===== config.mk =====
export PLATFORM = sky130hd
export DESIGN_NAME = voice_allocator
export DESIGN_NICKNAME = d
export VERILOG_FILES = /design/src/rtl/voice_allocator.sv
export SDC_FILE = /design/constraint.sdc
export NUM_CORES = 1
export LEC_CHECK = 0
export CORE_MARGIN = 3
export CORE_UTILIZATION = 32
export DETAILED_ROUTE_END_ITERATION = 16
export DONT_BUFFER_PORTS = 1
export GPL_TIMING_DRIVEN = 0
export MAX_ROUTING_LAYER = met4
export PLACE_DENSITY = 0.5
export SYNTH_ARGS = -nofsm -noshare
export SYNTH_HDL_FRONTEND = slang
export SYNTH_SLANG_ARGS = --single-unit

===== constraint.sdc =====
create_clock -name clk -period 4 [get_ports clk]
set_clock_uncertainty 0.05 [all_clocks]
set_input_delay 0.4 -clock clk [delete_from_list [all_inputs] [get_ports clk]]
set_output_delay 0.4 -clock clk [all_outputs]
set_load 0.03 [all_outputs]

===== src/rtl/voice_allocator.sv =====
`default_nettype none
// ============================================================================
// Module   : voice_allocator
// Brief    : Polyphonic note-to-voice allocator with oldest-voice stealing.
//            Scans one voice per cycle, then commits the event in one edge.
// Revision : 1.0 - initial release
// ============================================================================
module voice_allocator #(
    parameter int VOICES = 8,
    parameter int WIDTH  = 24
) (
    input  logic                       clk,
    input  logic                       rst,
    input  logic                       panic,
    input  logic                       ev_valid,
    output logic                       ev_ready,
    input  logic                       ev_on,
    input  logic [6:0]                 ev_key,
    input  logic [15:0]                ev_freq,
    input  logic [WIDTH-1:0]           ev_amplitude,
    input  logic [1:0]                 ev_shape,
    output logic [VOICES-1:0]          voice_enable,
    output logic [16*VOICES-1:0]       voice_freq,
    output logic [WIDTH*VOICES-1:0]    voice_amplitude,
    output logic [2*VOICES-1:0]        voice_shape,
    output logic [$clog2(VOICES):0]    active_count,
    output logic                       stolen
);

    localparam int c_IDX_W = $clog2(VOICES);
    localparam int c_CNT_W = $clog2(VOICES) + 1;

    localparam logic [1:0] c_IDLE   = 2'd0;
    localparam logic [1:0] c_SCAN   = 2'd1;
    localparam logic [1:0] c_COMMIT = 2'd2;

    localparam logic [c_IDX_W-1:0] c_LAST_IDX = c_IDX_W'(VOICES - 1);

    logic [1:0]         r_state;
    logic [c_IDX_W-1:0] r_idx;

    logic               r_ev_on;
    logic [6:0]         r_ev_key;
    logic [15:0]        r_ev_freq;
    logic [WIDTH-1:0]   r_ev_amp;
    logic [1:0]         r_ev_shape;

    logic               r_hit_vld;
    logic               r_free_vld;
    logic               r_old_vld;
    logic [c_IDX_W-1:0] r_hit_idx;
    logic [c_IDX_W-1:0] r_free_idx;
    logic [c_IDX_W-1:0] r_old_idx;
    logic [7:0]         r_old_age;

    logic [6:0]         r_key [VOICES];
    logic [7:0]         r_age [VOICES];

    logic               w_cur_en;
    logic [6:0]         w_cur_key;
    logic [7:0]         w_cur_age;
    logic               w_commit;
    logic               w_steal;
    logic [c_IDX_W-1:0] w_target;
    logic [VOICES-1:0]  w_en_next;
    logic [c_CNT_W-1:0] w_count_next;

    assign ev_ready  = (r_state == c_IDLE) && !panic && !rst;

    assign w_cur_en  = voice_enable[r_idx];
    assign w_cur_key = r_key[r_idx];
    assign w_cur_age = r_age[r_idx];

    assign w_commit  = (r_state == c_COMMIT);
    // Stealing only happens when neither a retrigger nor a free voice exists.
    assign w_steal   = r_ev_on && !r_hit_vld && !r_free_vld;
    assign w_target  = r_hit_vld ? r_hit_idx : (r_free_vld ? r_free_idx : r_old_idx);

    always_comb begin
        w_en_next = voice_enable;
        if (panic) begin
            w_en_next = '0;
        end else if (w_commit) begin
            if (r_ev_on) begin
                w_en_next[w_target] = 1'b1;
            end else if (r_hit_vld) begin
                w_en_next[r_hit_idx] = 1'b0;
            end
        end
    end

    always_comb begin
        w_count_next = '0;
        for (int i = 0; i < VOICES; i++) begin
            w_count_next = w_count_next + {{(c_CNT_W-1){1'b0}}, w_en_next[i]};
        end
    end

    always_ff @(posedge clk) begin
        if (rst) begin
            r_state    <= c_IDLE;
            r_idx      <= '0;
            r_ev_on    <= 1'b0;
            r_ev_key   <= '0;
            r_ev_freq  <= '0;
            r_ev_amp   <= '0;
            r_ev_shape <= '0;
            r_hit_vld  <= 1'b0;
            r_free_vld <= 1'b0;
            r_old_vld  <= 1'b0;
            r_hit_idx  <= '0;
            r_free_idx <= '0;
            r_old_idx  <= '0;
            r_old_age  <= '0;
        end else if (panic) begin
            r_state <= c_IDLE;
        end else begin
            case (r_state)
                c_IDLE: begin
                    if (ev_valid) begin
                        r_ev_on    <= ev_on;
                        r_ev_key   <= ev_key;
                        r_ev_freq  <= ev_freq;
                        r_ev_amp   <= ev_amplitude;
                        r_ev_shape <= ev_shape;
                        r_hit_vld  <= 1'b0;
                        r_free_vld <= 1'b0;
                        r_old_vld  <= 1'b0;
                        r_idx      <= '0;
                        r_state    <= c_SCAN;
                    end
                end
                c_SCAN: begin
                    if (w_cur_en && (w_cur_key == r_ev_key) && !r_hit_vld) begin
                        r_hit_vld <= 1'b1;
                        r_hit_idx <= r_idx;
                    end
                    if (r_ev_on) begin
                        if (!w_cur_en && !r_free_vld) begin
                            r_free_vld <= 1'b1;
                            r_free_idx <= r_idx;
                        end
                        // Strict compare keeps the lowest index on equal ages.
                        if (w_cur_en && (!r_old_vld || (w_cur_age > r_old_age))) begin
                            r_old_vld <= 1'b1;
                            r_old_idx <= r_idx;
                            r_old_age <= w_cur_age;
                        end
                    end
                    if (r_idx == c_LAST_IDX) begin
                        r_state <= c_COMMIT;
                    end else begin
                        r_idx <= r_idx + 1'b1;
                    end
                end
                c_COMMIT: r_state <= c_IDLE;
                default:  r_state <= c_IDLE;
            endcase
        end
    end

    always_ff @(posedge clk) begin
        if (rst) begin
            voice_enable    <= '0;
            voice_freq      <= '0;
            voice_amplitude <= '0;
            voice_shape     <= '0;
            active_count    <= '0;
            stolen          <= 1'b0;
            for (int i = 0; i < VOICES; i++) begin
                r_key[i] <= '0;
                r_age[i] <= '0;
            end
        end else begin
            voice_enable <= w_en_next;
            active_count <= w_count_next;
            stolen       <= !panic && w_commit && w_steal;
            for (int i = 0; i < VOICES; i++) begin
                if (panic) begin
                    r_age[i] <= '0;
                end else if (w_commit && r_ev_on) begin
                    if (c_IDX_W'(i) == w_target) begin
                        r_key[i]                       <= r_ev_key;
                        r_age[i]                       <= '0;
                        voice_freq[16*i +: 16]         <= r_ev_freq;
                        voice_amplitude[WIDTH*i +: WIDTH] <= r_ev_amp;
                        voice_shape[2*i +: 2]          <= r_ev_shape;
                    end else if (voice_enable[i] && (r_age[i] != 8'hFF)) begin
                        r_age[i] <= r_age[i] + 8'd1;
                    end
                end
            end
        end
    end

endmodule
`default_nettype wire


# Yosys cells after proc, flatten, opt, wreduce, memory -nomap -nowiden
# Memory sizes are Yosys's and may differ from the RTL's. A register that Yosys moved wholly into a read port is not among the register bits.
# Cells that the tools add are included.
[word_totals]
reg_bits = 424
ramBits = 120
inputBits = 54
out_inout_bits = 350
word_cells = 332
mem_count = 2
[mem_list]
columns = ["name", "depth", "word_bits", "read_ports", "rd_ports_with_merged_regs", "write_ports", "line", "rtl"]
rows = [
  ["r_age", 8, 8, 9, 1, 8, "57", "logic [7:0] r_age [VOICES];"],
  ["r_key", 8, 7, 1, 1, 8, "56", "logic [6:0] r_key [VOICES];"],
]
[classes]
addsub = 16
order_cmp = 6
n_eq_ne = 26
mux = 156
n_bitwise = 36
reduce_logical = 49
[op_table]
columns = ["op", "n"]
rows = [
  ["2-to-1 mux 8 bit", 28],
  ["2-to-1 mux 1 bit", 102],
  ["adder 8 x 1 -> 8 bit (second input constant)", 8],
  ["inequality test 8 bit (second input constant)", 8],
  ["2-to-1 mux 7 bit", 8],
  ["OR 1 bit", 32],
  ["AND reduction 3 bit", 10],
  ["2-to-1 mux 3 bit", 8],
  ["logical AND 1 bit", 21],
  ["adder 4 x 1 -> 4 bit", 4],
  ["AND reduction 4 bit", 4],
  ["inequality test 2 bit (second input constant)", 7],
  ["== test 3 bit (first input constant)", 4],
  ["< comparator 3 x 4 -> 1 bit (second input constant)", 3],
  ["AND reduction 5 bit", 2],
  ["bitwise AND 8 bit", 1],
  ["> comparator 8 bit", 1],
  ["inverter 8 bit", 1],
  ["OR 8 bit", 1],
  ["== test 7 bit", 1],
  ["demux 1 bit (select 3 bit)", 2],
  ["== test 2 x 3 -> 1 bit (first input constant)", 2],
  ["greater-or-equal comparator 3 x 1 -> 1 bit (second input constant)", 2],
  ["logical NOT 1 bit", 6],
  ["other kinds (20)", 23],
]

# Depth between registers and ports, before layout
# Gate-level depths: netlist (run 1).
[depth]
ltp_word = 17
depth_mapped = 18

# Worst setup path after synthesis (run 1)
# Ideal clock, no wire load.
[synth_path]
path_kind = "flip-flop to flip-flop"
from = "register r_free_vld"
to = "register active_count[2]"
setup_ps = 128
arrival_time_ps = 3684
required_time_ps = 3822
setup_slack_ps = 138
stages_incl_launch_ff = 18
period_less_slack_ps = 3862
path_cell_list = "dfxtp_1 > buf_2 > mux2i_1 > o21ai_1 > nand2b_1 > nor3_2 > o22ai_1 > nor2_1 > fa_1 > fa_1 > inv_1 > fa_1 > inv_1 > ha_1 > inv_1 > fa_1 > xor2_1 > nor2_1"
[synth_via]
word_cells_on_any_way = 18
classes_between = "7 x add/sub; 2 x order compare; 7 x mux; 1 x bitwise; 1 x reduce/logical"
[synth_lines]
columns = ["item", "line", "rtl"]
rows = [
  ["from (decl)", "49", "logic r_free_vld;"],
  ["from (signal assigned)", "109", "r_free_vld <= 1'b0;"],
  ["from (signal assigned)", "127", "r_free_vld <= 1'b0;"],
  ["from (signal assigned)", "140", "r_free_vld <= 1'b1;"],
  ["2-to-1 mux 3 bit * (2 in a row)", "77", "assign w_target = r_hit_vld ? r_hit_idx : (r_free_vld ? r_free_idx : r_old_idx);"],
  ["< comparator 3 x 4 -> 1 bit (implied by the code) / greater-or-equal comparator 3 x 1 -> 1 bit (equally long branches)", "85", "w_en_next[w_target] = 1'b1;"],
  ["logical AND 1 bit (implied by the code)", "85", ""],
  ["2-to-1 mux 1 bit (implied by the code)", "85", ""],
  ["demux 1 bit (select 3 bit) *", "85", ""],
  ["OR 8 bit (no source line) *", "n/a", ""],
  ["2-to-1 mux 8 bit *", "84", "if (r_ev_on) begin"],
  ["2-to-1 mux 8 bit *", "83", "end else if (w_commit) begin"],
  ["2-to-1 mux 8 bit *", "81", "if (panic) begin"],
  ["via w_en_next[3]", "65", "logic [VOICES-1:0] w_en_next;"],
  ["adder 3 x 1 -> 4 bit *", "95", "w_count_next = w_count_next + {{(c_CNT_W-1){1'b0}}, w_en_next[i]};"],
  ["adder 4 x 1 -> 4 bit * (4 in a row)", "95", ""],
  ["to (signal assigned)", "176", "active_count <= w_count_next;"],
  ["to (decl)", "26", "output logic [$clog2(VOICES):0] active_count,"],
]
# Mark *: on every way through the listed nets, which the timed path passes. The rest lies on a longest branch.
# A chain may end at the register's enable or synchronous reset.

# Final worst setup path (run 1)
[layout_path]
from = "register r_free_vld"
to = "register active_count[1]"
[layout_via]
elab_chain_cells = 17
word_cells_on_any_way = 18
classes_between = "7 x add/sub; 2 x order compare; 7 x mux; 1 x bitwise; 1 x reduce/logical"
[layout_lines]
columns = ["item", "line"]
rows = [
  ["2-to-1 mux 3 bit * (2 in a row)", "77"],
  ["< comparator 3 x 4 -> 1 bit (implied by the code) / greater-or-equal comparator 3 x 1 -> 1 bit (equally long branches)", "85"],
  ["logical AND 1 bit (implied by the code)", "85"],
  ["2-to-1 mux 1 bit (implied by the code)", "85"],
  ["demux 1 bit (select 3 bit) *", "85"],
  ["OR 8 bit (no source line) *", "n/a"],
  ["2-to-1 mux 8 bit *", "84"],
  ["2-to-1 mux 8 bit *", "83"],
  ["2-to-1 mux 8 bit *", "81"],
  ["via w_en_next[1]", "65"],
  ["adder 1 x 1 -> 2 bit *", "95"],
  ["adder 2 x 1 -> 3 bit *", "95"],
  ["adder 3 x 1 -> 4 bit *", "95"],
  ["adder 4 x 1 -> 4 bit * (4 in a row)", "95"],
]
# Marks and branches as above.

==> results of run 1 <==
==> metal layers <==
metal / up-vias / track usage
li1: 7476 / -
met1: 8148 / 0.2760
met2: 706 / 0.3636
met3: 118 / 0.07652
met4: 0 / 0.06080
met5: - / -
==> cells by family after synthesis <==
kind of cell,count (synthesis),share of synthesized area
AND/OR/NAND/NOR,747,0.1495
flip-flops,547,0.5790
AO/OA/AOI/OAI,441,0.1431
multiplexers,72,0.04877
buffers and inverters,206,0.04036
adder cells (fa/ha/maj),25,0.01633
XOR/XNOR,55,0.02295
==> state kept, by name, indices dropped and copies added (netlist names), 4 cells and up, named ones only <==
register and cells:
r_ev_key 7, r_ev_freq 16, active_count 4, r_age 64, voice_enable 8, voice_freq 128, r_key 56, r_old_age 8
voice_shape 16, r_ev_amp 24, voice_amplitude 192
==> power by group through the flow <==
stage                     Clock, mW  Combinational, mW  Sequential (mW)
after global routing           6.15              0.513             5.80
after CTS                      5.93              0.480             5.79
final                          5.84              0.481             5.79
after global placement            0              0.425             5.90
after floorplan                   0              0.266             5.88
after detailed placement          0              0.430             5.91
==> worst max-delay path by stage <==
stage                    start         endpoint  slack [ps]  cells past startpoint
floorplan           r_free_vld  active_count[2]         140                     17
global placement    r_free_vld  active_count[2]       -1020                     17
detailed placement  r_free_vld  active_count[2]        -990                     17
CTS                 r_free_vld  active_count[2]          20                     17
global route        r_state[1]  active_count[1]         -90                     14
finish              r_free_vld  active_count[1]         -10                     16
==> area by class of cell <==
class                           instances  area, µm²  share of cell area
Clock buffer                           81       1754             0.07012
Clock inverter                         28      345.3             0.01380
Buffer                                170      747.0             0.02986
Multi-Input combinational cell       1340       8173              0.3267
Sequential cell                       547      12160              0.4859
Tap cell                              855       1070             0.04276
Inverter                               35      131.4            0.005252
Timing Repair Buffer                   68      639.4             0.02556
==> through the flow <==
step | std cells | instance area, µm² | total power, mW
final | 3124 | 25020 | 12.11
after global routing | 3124 | 25020 | 12.46
after CTS | 3117 | 24880 | 12.20
after detailed placement | 2948 | 22060 | 6.338
after global placement | 2948 | 22060 | 6.329
after floorplan | 2093 | 20990 | 6.147
==> repair_timing <==
action                     4_1_cts  5_1_grt
resized for setup               40       22
setup buffers                   11        7
pin swaps                        8        9
hold buffers                    50        0
gates cloned                     0        0
hold endpoints to repair        50        0
setup endpoints to repair       14       12
==> cells in the final DEF (no fill, tap or decap), types with 4 or more instances in the layout <==
cell and n:
mux2_2 15, bufinv_16 6, mux2i_1 32, nor2b_1 9
nand2_1 455, dlygate4sd3_1 50, a22o_1 177, clkbuf_1 133
a211oi_1 4, nand4_1 7, nor2_2 4, buf_2 32
xnor2_1 19, clkinv_2 14, and3_1 11, a21oi_1 216
nor2_1 139, ha_1 20, nand2b_1 26, mux4_2 20
clkbuf_16 63, xor2_1 36, clkbuf_8 11, edfxtp_1 120
o21ai_0 5, nand3_1 46, dfxtp_1 423, and2_1 18
buf_6 8, nor3_1 5, a221oi_1 4, dfxtp_2 4
inv_1 33, o22ai_1 4, buf_4 21
==> worst max-delay path, cell delays in order, from the launching register on <==
cell      delay [ps]
dfxtp_2          310
buf_6            130
mux2i_4          180
o21ai_4          280
nand2b_4         120
nor2_4           160
a31oi_4          110
nor3_2           210
fa_1             450
fa_1             500
inv_2             40
fa_1             440
inv_1             80
ha_2             180
inv_2             40
fa_2             530
nor2_2            50
==> results.md, run 1 <==
- Status: complete, but fails checks
- Violated checks: negative setup slack
- Synth cell count leaders: nand2_1, dfxtp_1, a21oi_1
- DRT Pass-1 Iters: 5
- Synth warn: 0
- IO Count: 404
- Reg-to-Reg Start: r_free_vld
- Clock Sink Count: 547
- Final Cycle Share: 1.003
- Worst hold start: rst
- F_max: 0.2491 GHz
- WS Path Type: reg -> reg
- Area Growth Syn to Fin: 19.20%
- Slew Viols, Final: 0
- RSZ-0062 raised after global routing: yes
- Per-cell routed wire length: 25.29 µm
- Sequential share of power: 0.478
- Setup-failing EPs final: 2
- Hold_ws: 89.71 ps
- Clk_lat worst skew: 630 ps
- Worst EP arrival: 4440 ps
- R2r endpoint: active_count[1]
- FF-to-FF path depth: 16
- Area of the core: 64700 µm²
- Initial Util: 0.3244
- Final HPWL DP: 57.61 mm
- EDFF count, synth: 120
- Mean Syn Cell Area: 10.03 µm²
- Synth Net Count: 2172
- Critical path launch point type: flop
- Nets: 2299
- Leak: 8.752 nW
- Buffers on Ports: 0
- Internal cell power: 9.341 mW
- Die H: 262.1 µm
- Tightest Pin Transition: 1404 ps
- Diodes inserted: 0
- M1 WL: 31.68 mm
- Clock tree buffer depth: 3
- Via count: 16448
- Die area: 68700 µm²
- Top-count cell post-synth: nand2_1
- Clock Power Share: 0.482
- Routed WL: 79.02 mm
- Met2 wire len: 37.87 mm
- Final Hold Violating Endpoints: 0
- DIE WIDTH: 262.1 µm
- Global-route wire length before repair: 111.6 mm
- Fillcell total: 6453
- Clk pin slew, worst setup/hold paths: 70 ps
- Total track usage: 0.2277
- Largest net degree at the start of global routing: 17
- Max Cap Violations: 0
- Power density over cell area: 484.2 nW/µm²
- Worst hold path stage count: 2
- Reg2reg setup slack: -10 ps
- Final Critical Period: 4014 ps
- Fin worst setup slack: -13.74 ps
- Synth top area share: 0.4073
- Async set-reset flop share out of synthesis: 0
- Top sig layer: met4
- CTS root buffer: clkbuf_16
- DP Worst Slack: -985.5 ps
- Num rows: 93
- Crit-path max FO: 5
- WP data required: 4430 ps
- Gp weighted congestion: 0.8622
- Met3 WL: 7.421 mm
- CTS tree: yes
- Worst Hold Class: in -> reg
- Peak VDD IR: 0.3628 mV
- Logic pwr share: 0.040
- Synth Flop Type: dfxtp_1
- Switching share of power: 0.2289
- Vias in the first global route: 15775
- Finished Core Util: 0.3867
- Yosys reg bits: 547
- Routed Antenna Nets: 0
- Top area cells in the synthesized netlist: dfxtp_1, edfxtp_1, nand2_1, a22o_1, a21oi_1
- Hold path endpoint: stolen
- Cells after Synth: 2093
- Total Neg Setup Slack: -24.19 ps
- H-tree depth: 2
- Via density: 5.265
- Crit. End Element: flop
- Netlist cell types: 54
- Gr ovfl total: 0
- Share of layout cells above drive strength 1: 0.1067
- Remaining DRCs: 0
- CTS Buf Count: 58
- Post-synth top area cell: dfxtp_1
- Initial drt markers: 1118
- Psw: 2.772 mW
- Part of the Yosys area used for sequential elements: 0.5790
- Max transition margin: 0.06075
- Initial antenna violation count: 0
- Mapped Area: 20990 µm²
(Power assumes the default switching activity.)
==> run 2: changes to the inputs <==
Settings changed: CAP_MARGIN from default to 20.
==> run 2 against run 1 <==
  * The run now ends clean
  * Critical path depth down 1
  * Maximum frequency grew 1.3%
  * Clock power down 3%
  * Routed wire length is essentially flat
  * Combinational power increased by 0.8%
  * Global-route usage about the same
  * Via count is essentially flat
  * Core utilization about the same
  * First-iteration DRC count increased by 19%
  * Sequential cell count is the same
  * Clock-buffer cell count up 2
==> results.md, run 2 (synthesis results as in run 1) <==
- Status: finished clean
- Num rows: 93
- Final Critical Period: 3964 ps
- Psw: 2.750 mW
- Clock Sink Count: 547
- Buffers on Ports: 0
- Crit-path max FO: 8
- Area of placed instances: 22090 µm²
- IO Count: 404
- Max reg flops: 192
- Commonest non-fill, non-tap cell in the layout: nand2_1
- Via count: 16442
- CTS root buffer: clkbuf_16
- WS Path Type: reg -> reg
- Vias in the first global route: 15792
- Post-Layout Cell Count: 3132
- Leak: 8.729 nW
- Max Cap Violations: 0
- H-tree depth: 2
- Total track usage: 0.2274
- Global-route wire length before repair: 110.9 mm
- Remaining DRCs: 0
- Routed WL: 78.98 mm
- Fin worst setup slack: 36.46 ps
- Most frequent cells in the layout: nand2_1, dfxtp_1, a21oi_1
- Crit path launch: r_state[0]
- Clk pin slew, worst setup/hold paths: 60 ps
- Initial drt markers: 1327
- Final Cycle Share: 0.9909
- Via density: 5.250
- Worst hold path stage count: 3
- Placed cells: 2952
- Fillcell total: 6450
- Critical path launch point type: flop
- Logic pwr share: 0.041
- Final Hold Violating Endpoints: 0
- Area of the core: 64700 µm²
- DP Worst Slack: -974.4 ps
- F_max: 0.2523 GHz
- Die H: 262.1 µm
- Slew Viols, Final: 0
- Area Growth Syn to Fin: 19.26%
- Largest Register: voice_amplitude
- Final HPWL DP: 57.82 mm
- FF-to-FF path depth: 15
- Routed Antenna Nets: 0
- Hold path endpoint: voice_enable[6]
- Clock Power Share: 0.475
- Tightest Pin Transition: 1147 ps
- Initial Util: 0.3244
- Worst hold start: rst
- Hold_ws: 140.9 ps
- Largest net degree at the start of global routing: 17
- Reg2reg setup slack: 40 ps
- Largest regs: voice_amplitude x192, voice_freq x128, r_age x64
- Clk_lat worst skew: 640 ps
- Crit. End Element: flop
- Worst EP arrival: 4370 ps
- Max transition margin: 0.2351
- CTS tree: yes
- DRT Pass-1 Iters: 6
- WP data required: 4410 ps
- Final instance area: 25030 µm²
- RSZ-0062 raised after global routing: yes
- CTS Buf Count: 58
- R2r endpoint: active_count[2]
- Worst Hold Class: in -> reg
- Sequential share of power: 0.484
- Gr ovfl total: 0
- Initial antenna violation count: 1
- Gp weighted congestion: 0.8622
- Peak VDD IR: 0.3549 mV
- Clock tree buffer depth: 3
- Per-cell routed wire length: 25.22 µm
- Setup-failing EPs final: 0
- Reg-to-Reg Start: r_state[0]
- Switching share of power: 0.2301
- Share of layout cells above drive strength 1: 0.1081
- Internal cell power: 9.204 mW
- Tot Pwr: 11.95 mW
- Power density over cell area: 477.6 nW/µm²
- DIE WIDTH: 262.1 µm
- Die area: 68700 µm²
- Nets: 2305
==> run 2: area by class of cell <==
| type | count | area (µm²) | area share |
|---|---|---|---|
| multi-input combinational | 1340 | 8189 | 0.3272 |
| antenna | 1 | 2.502 | 0.00009997 |
| buffer | 169 | 742.0 | 0.02964 |
| clock buffer | 83 | 1719 | 0.06868 |
| tap | 855 | 1070 | 0.04274 |
| clock inverter | 27 | 321.6 | 0.01285 |
| timing repair buffer | 75 | 695.7 | 0.02779 |
| sequential | 547 | 12160 | 0.4858 |
| inverter | 35 | 131.4 | 0.005249 |
==> run 2: critical path, stage by stage (launching register included) <==
cell and delay (ps):
dfxtp_1 410, nand2b_1 310, nor3_4 290, nand2_1 100
o22ai_2 210, nor2_2 70, fa_1 500, fa_1 480
inv_1 50, fa_1 450, inv_1 80, ha_2 180
inv_2 40, fa_2 330, xor2_1 180, nor2_2 80
==> run 2: how the worst max path moves through the flow <==
stage,endpoint,cells past startpoint
2_1_floorplan,active_count[2],17
3_3_place_gp,active_count[2],17
3_5_place_dp,active_count[2],17
4_1_cts,active_count[2],17
5_1_grt,active_count[2],15
6_report,active_count[2],15
==> run 2: power by group through the flow <==
| stage | combinational [mW] | sequential [mW] | clock, mW |
|---|---|---|---|
| 3_5_place_dp | 0.433 | 5.91 | 0 |
| 2_1_floorplan | 0.266 | 5.88 | 0 |
| 3_3_place_gp | 0.425 | 5.90 | 0 |
| 4_1_cts | 0.483 | 5.79 | 5.78 |
| 5_1_grt | 0.517 | 5.80 | 6.00 |
| 6_report | 0.485 | 5.79 | 5.68 |
==> run 2: through the flow <==
stage	util	TNS, ps
floorplan	-	0
global placement	0.3409	-5522
detailed placement	0.3415	-5816
CTS	0.3844	0
global route	0.3869	-224.0
finish	0.3869	0
==> run 2: what timing repair did <==
item                                    CTS  global route
setup buffers                            11            10
hold buffers                             50             0
resized for setup                        42            26
hold endpoints to repair                 50             0
pin swaps                                 8             9
endpoints found under the setup margin   15            12
==> run 2: layer usage <==
layer  wire (µm)  part of all wire  GRT usage  up-vias
li1            -                 -          -     7505
met4        2696             0.034    0.07657        0
met5           0                 0          -        -
met1       31030              0.39     0.2719     8099
met2       37480              0.47     0.3579      686
met3        7777             0.098    0.07921      152
==> run 3: changes to the inputs <==
Settings changed: GPL_TIMING_DRIVEN 0 to default.
==> run 3 against run 2 <==
  * Register-to-register slack better by 20 ps
  * Die area stayed put
  * Sequential share of layout area is 0.093 points higher
  * Maximum frequency is 0.46% higher
  * Sequential power is 1% higher
  * Combinational power is 27% lower
  * Cell count is 3.3% lower
  * Critical path type unchanged
  * Largest cell class unchanged
==> results.md, run 3 (synthesis results as in run 1) <==
- FF+latch area: 12160 µm²
- CP Depth: 18
- Leak: 8.817 nW
- Peak VDD IR: 0.3293 mV
- F_max: 0.2535 GHz
- WP data required: 4400 ps
- CTS root buffer: clkbuf_16
- Routed WL: 73.26 mm
- Largest Register: voice_amplitude
- Clk pin slew, worst setup/hold paths: 60 ps
- Crit-path max FO: 4
- Slowest cell on crit path: fa_1
- Tightest Pin Transition: 1317 ps
- Commonest non-fill, non-tap cell in the layout: nand2_1
- Area of the multi-input gates: 8177 µm²
- Area Growth Syn to Fin: 19.07%
- RSZ-0062 raised after global routing: yes
- Max transition margin: 0.1219
- Die H: 262.1 µm
- Final Hold Violating Endpoints: 0
- Diodes inserted: 0
- WS Path Type: reg -> reg
- Clock Sink Count: 547
- Fillcell total: 6376
- Fin worst setup slack: 54.81 ps
- Die area: 68700 µm²
- Power density over cell area: 483.4 nW/µm²
- Initial antenna violation count: 1
- Clock tree buffer depth: 3
- Buffers on Ports: 0
- Final Critical Period: 3945 ps
- Routed Antenna Nets: 0
- Per-cell routed wire length: 24.19 µm
- Global-route wire length before repair: 105.1 mm
- Final instance area: 24990 µm²
- CTS tree: yes
- Via density: 5.298
- Max Cap Violations: 0
- Total track usage: 0.2100
- Family with the most delay on the worst path: adder cells
- H-tree depth: 2
- Final HPWL DP: 47.28 mm
- Area of the core: 64700 µm²
- FF-to-FF path depth: 18
- Setup-failing EPs final: 0
- Worst Hold Class: in -> reg
- Vias in the first global route: 15483
- CP bufs+invs: 4
- Num rows: 93
- DP Worst Slack: -27.71 ps
- Critical path launch point type: flop
- IO Count: 404
- Worst hold path stage count: 2
- Hold_ws: 47.89 ps
- Reg-to-Reg Start: r_free_vld
- Crit path launch: r_free_vld
- Largest net degree at the start of global routing: 214
- Initial Util: 0.3244
- Critical-path cell list: mux2i_1 -> o21ai_1 -> buf_4 -> nor2_4 -> nand2_2 -> nor2_4 -> o21ai_2 -> a21oi_2 -> fa_1 -> fa_1 -> inv_1 -> fa_1 -> inv_1 -> ha_2 -> inv_1 -> fa_2 -> xor2_1 -> nor2_1
- Share of layout cells above drive strength 1: 0.1150
- DRT Pass-1 Iters: 5
- Most frequent cells in the layout: nand2_1, dfxtp_1, a21oi_1
- Worst EP arrival: 4350 ps
- Worst hold start: panic
- Via count: 16047
- Largest regs: voice_amplitude x192, voice_freq x128, r_age x64
- CTS Buf Count: 59
- Slew Viols, Final: 0
- Area of placed instances: 21890 µm²
- Crit. End Element: flop
- Final Cycle Share: 0.9863
- Gp weighted congestion: 0.8497
- Nets: 2203
- Initial drt markers: 1207
- Clk_lat worst skew: 620 ps
- DIE WIDTH: 262.1 µm
- Remaining DRCs: 0
- Gr ovfl total: 0
- Max reg flops: 192
- Status: finished clean
- Max incr delay on CP: 490 ps
run 3: what timing repair did:
action                                  4_1_cts  5_1_grt
gates resized for setup                       2       25
buffers inserted                              0        5
hold buffers                                 82        0
pin swaps                                     0       12
endpoints found under the hold margin       292        0
endpoints found under the setup margin        1        4
run 3: path summary, 6_finish.rpt:
path / end / slack (ps)
max: active_count[2] / 50
min: voice_enable[6] / 50
max reg2reg: active_count[2] / 50
min reg2reg: r_hit_idx[1] / 450
run 3: area by class of cell:
| type | instances | share of cell area |
|---|---|---|
| Sequential cell | 547 | 0.4867 |
| Multi-Input combinational cell | 1340 | 0.3272 |
| Clock buffer | 78 | 0.07105 |
| Tap cell | 855 | 0.04281 |
| Clock inverter | 33 | 0.01422 |
| Timing Repair Buffer | 141 | 0.05277 |
| Inverter | 35 | 0.005257 |
run 3: metrics by stage:
step                power, mW    util  std cells  setup TNS (ps)
global route            12.44  0.3863       3029          -239.6
CTS                     12.20  0.3844       3024               0
finish                  12.08  0.3863       3029               0
floorplan               6.147       -       2093               0
global placement        6.240  0.3381       2830          -31.39
detailed placement      6.249  0.3384       2831          -27.71
run 3: routing by layer:
| metal | track usage | vias to the layer above | share of wire |
|---|---|---|---|
| met5 | - | - | 0 |
| met4 | 0.06110 | 0 | 0.028 |
| met3 | 0.06196 | 122 | 0.086 |
| met2 | 0.3260 | 616 | 0.47 |
| met1 | 0.2656 | 8049 | 0.42 |
| li1 | - | 7260 | - |
run 3: where the power goes:
group | internal, mW | switching, mW
Combinational | 0.142 | 0.211
Sequential | 5.72 | 0.143
Clock | 3.47 | 2.39
Total | 9.33 | 2.75
